**config.mk**
```make
export PLATFORM = sky130hd
export DESIGN_NAME = fully_connected_mem
export DESIGN_NICKNAME = d
export VERILOG_FILES = /design/src/rtl/fully_connected_mem.sv
export SDC_FILE = /design/constraint.sdc
export NUM_CORES = 1
export LEC_CHECK = 0
export CORE_AREA = 2 2 314 316
export DETAILED_ROUTE_END_ITERATION = 10
export DIE_AREA = 0 0 316 318
export PLACE_DENSITY = 0.42
export SLEW_MARGIN = 30
export SYNTH_ARGS = -nofsm -noshare
export SYNTH_HDL_FRONTEND = slang
export SYNTH_SLANG_ARGS = --single-unit
```
**constraint.sdc**
```tcl
create_clock -name clk -period 1.2 [get_ports clk]
set_clock_uncertainty 0.15 [all_clocks]
set_input_delay 0.3 -clock clk [delete_from_list [all_inputs] [get_ports clk]]
set_output_delay 0.3 -clock clk [all_outputs]
set_load 0.05 [all_outputs]
```
**src/rtl/fully_connected_mem.sv**
```systemverilog
// Parallel weight store for the dense layer: every word loads in one clock
// when write-enabled and is presented continuously to the MAC stage.
module fully_connected_mem #(
  parameter int FLATTENED_LENGTH          = 50,
  parameter int FULLYCONNECTED_DATA_WIDTH = 8
) (
  input  logic                                 clk,
  input  logic                                 rst,
  input  logic                                 fullyconnected_WrEn,
  input  logic [FULLYCONNECTED_DATA_WIDTH-1:0] fullyconnected_weights_input  [FLATTENED_LENGTH],
  output logic [FULLYCONNECTED_DATA_WIDTH-1:0] fullyconnected_weights_output [FLATTENED_LENGTH]
);

  logic [FULLYCONNECTED_DATA_WIDTH-1:0] mem_q [FLATTENED_LENGTH];
  logic [FULLYCONNECTED_DATA_WIDTH-1:0] mem_d [FLATTENED_LENGTH];

  // Whole-array load only; there is no per-word write path.
  always_comb begin
    mem_d = mem_q;
    if (fullyconnected_WrEn) begin
      mem_d = fullyconnected_weights_input;
    end
  end

  always_ff @(posedge clk or negedge rst) begin
    if (!rst) begin
      for (int i = 0; i < FLATTENED_LENGTH; i++) begin
        mem_q[i] <= '0;
      end
    end else begin
      mem_q <= mem_d;
    end
  end

  assign fullyconnected_weights_output = mem_q;

endmodule

```
* Word level (Yosys, flattened, before mapping) *
Cells that the tools add are included.
W data, S select, Z words.

word-level totals
  output and inout port bits = 400
  memories = 0
  memory bits (read-only) = 0
  register bits = 400
  RAM bits = 0
  latch bits = 0

operators by class
  $add $sub $neg = 0
  multipliers = 0
  divide/modulo/power cells = 0
  equality and inequality tests = 0
  reductions and logical operators = 0
  multiplexer cells = 0
  bitwise operators = 0
  order comparisons = 0
  shift operators = 0

* Depth between registers and ports, before layout *
  depth after elaboration = 0
  gate-level depth with buffers = 4
  gate-level depth less buffers = 1

* Least setup slack after synthesis *
Ideal clock, no wire load.

  path type = input-to-reg
  start = in fullyconnected_WrEn
  end = reg mem_q (netlist bit fullyconnected_weights_output[0])
  path slack = -103 ps
  path buffers = 3
  cell stages on the path = 4
  arrival = 1028 ps
  cell sequence = buf_6 > buf_12 > buf_12 > mux2_4

RTL lines
  item                  line  source
  start, declared       9     input logic fullyconnected_WrEn,
  end signal, assigned  31    mem_q <= mem_d;
  end, declared         14    logic [FULLYCONNECTED_DATA_WIDTH-1:0] mem_q [FLATTENED_LENGTH];

No word-level cell between the ends.

* Worst setup path after layout *
  start = reg mem_q (netlist bit fullyconnected_weights_output[297])
  end = out fullyconnected_weights_output[297] in the netlist's numbering

RTL lines
  item           line  source
  end, declared  11    output logic [FULLYCONNECTED_DATA_WIDTH-1:0] fullyconnected_weights_output [FLATTENED_LENGTH]

No word-level cell between the ends.

==> results.md <==
* Port bufs at 802
* Worst EP required at 750 ps
* Gr ovfl total at 0
* Iteration-0 DRC Markers at 330
* Synth warn at 0
* Number of buffers created by CTS at 52
* EDFF count, synth at 0
* Final setup margin at -483.5 ps
* Clock Latency Late Sink at 600 ps
* Critical path startpoint category: register
* Post-DP HPWL at 49,490 um
* Cell Count Post-Placement at 2,965
* Max FO, Critical Path at 2
* Initial antenna violation count at 3
* Area grow syn2layout at 99.51%
* Top post-synthesis cells by count: dfrtp_1, mux2_4, buf_12, buf_6
* Slew headroom at 70.54%
* Total GRT Usage at 12.31%
* Failing checks: setup timing
* RSZ-0062 raised after global routing: true
* Routability cong. at 0.7878
* Total number of vias at 11,430
* Yosys top cell by area: dfrtp_1
* Slowest stage cell, crit path: dfrtp_2
* Final setup viols at 408
* Synthesized area at 16,910 um2
* Via-to-Cell Ratio at 3.519
* Static Leak at 0.01553 uW
* Layout cell share with drive strength beyond 1 at 59.21%
* Async set-reset flop share out of synthesis at 100.0%
* Largest net degree at the start of global routing at 49
* Final Cycle Share at 140.3%
* Die width at 316 um
* Vias in the first global route at 13,130
* First-pass GRT wire length at 91,470 um
* Outcome: finished with violations
* Avg Cell Area, Syn at 20.01 um2
* CP peak stage delay at 450 ps
* Post-synthesis register bit count at 400
* Syn Nets at 1,248
* Final Max Slew Viols at 0
* Critical path's top delay family: flip-flops
* # clock sinks at 400
* Worst-path clk slew at 60 ps
* Max rail drop VDD at 954.8 uV
* Synth top area cells: dfrtp_1, mux2_4, buf_12
* Worst-Margin Slew at 442.0 ps
* CTS tree: built
* CP cell instances: buf_12
* Setup CP Type: reg2out
* Filler Cells Inserted at 9,254
* Final hold vios at 0
* Buffers plus inverters on the worst setup path at 1
* Pwr Total at 49,250 uW
* Die Y at 318 um
* Detailed Routing Iterations Pass 1 at 4
* Post-synthesis sequential area ratio at 59.20%
* # IOs at 803
* Worst hold slack at 10.89 ps
* Worst Hold Class: in2reg
* DRT Wirelength at 63,710 um
* Final #Nets at 2,321
* DR WL/cell at 19.61 um
* DRT antenna net count at 0
* Total die area at 100,500 um2
* Critical Path AT at 1230 ps
* Top cell type's share of synthesized area at 59.20%
* CP Capture Type: primary output
* Fin cells at 3,249
* Most used DFF post-synth: dfrtp_1
* Initial Util at 17.36%
* Fmax at 594.0 MHz
* Period minus WS final at 1683 ps
* H-tree depth at 2
* Power Density at 1460 nW/um2
* Post-Syn Instances at 845
* Max-cap violations at 0
* Root buffer cell: clkbuf_16
* Site Rows at 115
* DRC violations left at 0
* Unique cell type count in the Yosys netlist at 4
* Clk buf depth at 3
* Max FFs per register at 400
* CORE AREA at 97,410 um2
==> worst min-delay path, delay by kind of cell <==
| kind | cells | cell delay, ps |
|---|---|---|
| buffers and inverters | 2 | 290 |
| multiplexers | 1 | 150 |
==> report_power, final <==
group	leakage, uW	switching, uW	internal [uW]	total, uW
clock	0.000884	6340	9890	16200
sequential	0.00467	1570	14900	16400
combinational	0.00998	7390	9200	16600
==> cell families after synthesis <==
family | share of synthesized area [%]
buffers and inverters | 5.276
flip-flops | 59.20
multiplexers | 35.52
==> worst paths after layout <==
kind                                                    startpoint                            endpoint  slack, ps  cells after the start
worst max-delay path            fullyconnected_weights_output[297]  fullyconnected_weights_output[297]       -480                      1
max in group asynchronous                                      rst  fullyconnected_weights_output[365]        -70                      3
worst min register to register  fullyconnected_weights_output[336]  fullyconnected_weights_output[336]        420                      1
worst max register to register  fullyconnected_weights_output[202]  fullyconnected_weights_output[202]         10                      3
worst min-delay path                           fullyconnected_WrEn  fullyconnected_weights_output[306]         10                      3
min in group asynchronous                                      rst   fullyconnected_weights_output[82]        160                      3
==> area by class of cell <==
cell class                 instances  area, um2  share of cell area, %
sequential                       400      10020                  29.72
clock buffer                      81       1622                  4.807
timing repair buffer            1064      14300                  42.39
antenna                            3      7.507                0.02226
tap                             1287       1610                  4.774
clock inverter                    14      162.7                 0.4822
multi-input combinational        400       6006                  17.80
==> metrics by stage <==
stage | worst slack (ps) | cell area (um2) | util, % | TNS, ps
6_report | -483.5 | 33730 | 34.63 | -171610
5_1_grt | -545.0 | 33730 | 34.63 | -199770
4_1_cts | -563.4 | 33200 | 34.08 | -251520
3_5_place_dp | -329.9 | 30510 | 31.32 | -104730
3_3_place_gp | -309.3 | 30510 | 31.32 | -100400
2_1_floorplan | -76.58 | 16920 | - | -30630
==> cell usage in the layout (no fill, tap or decap) <==
master / n
clkbuf_16: 53
clkinvlp_4: 1
buf_6: 3
dfrtp_1: 388
diode_2: 3
clkbuf_1: 9
inv_6: 3
dfrtp_2: 12
clkinv_4: 1
buf_8: 2
dlygate4sd3_1: 2
clkinv_2: 6
buf_12: 422
clkdlybuf4s50_1: 400
bufinv_16: 3
clkbuf_8: 19
buf_4: 235
mux2_4: 400
==> metal layers <==
layer | vias to the layer above | GRT usage (%) | part of all wire, %
li1 | 5127 | - | -
met1 | 5796 | 12.49 | 34
met2 | 429 | 22.85 | 55
met3 | 81 | 4.102 | 8.2
met4 | 0 | 4.918 | 2.8
met5 | - | 0 | 0
==> timing repair <==
action	in CTS	in global routing
hold endpoints to repair	405	8
setup buffers	114	71
gates resized for setup	11	4
hold buffers	3	1
setup endpoints to repair	400	558
pin swaps	0	0
Note: power is estimated with default switching activity, not from simulation.
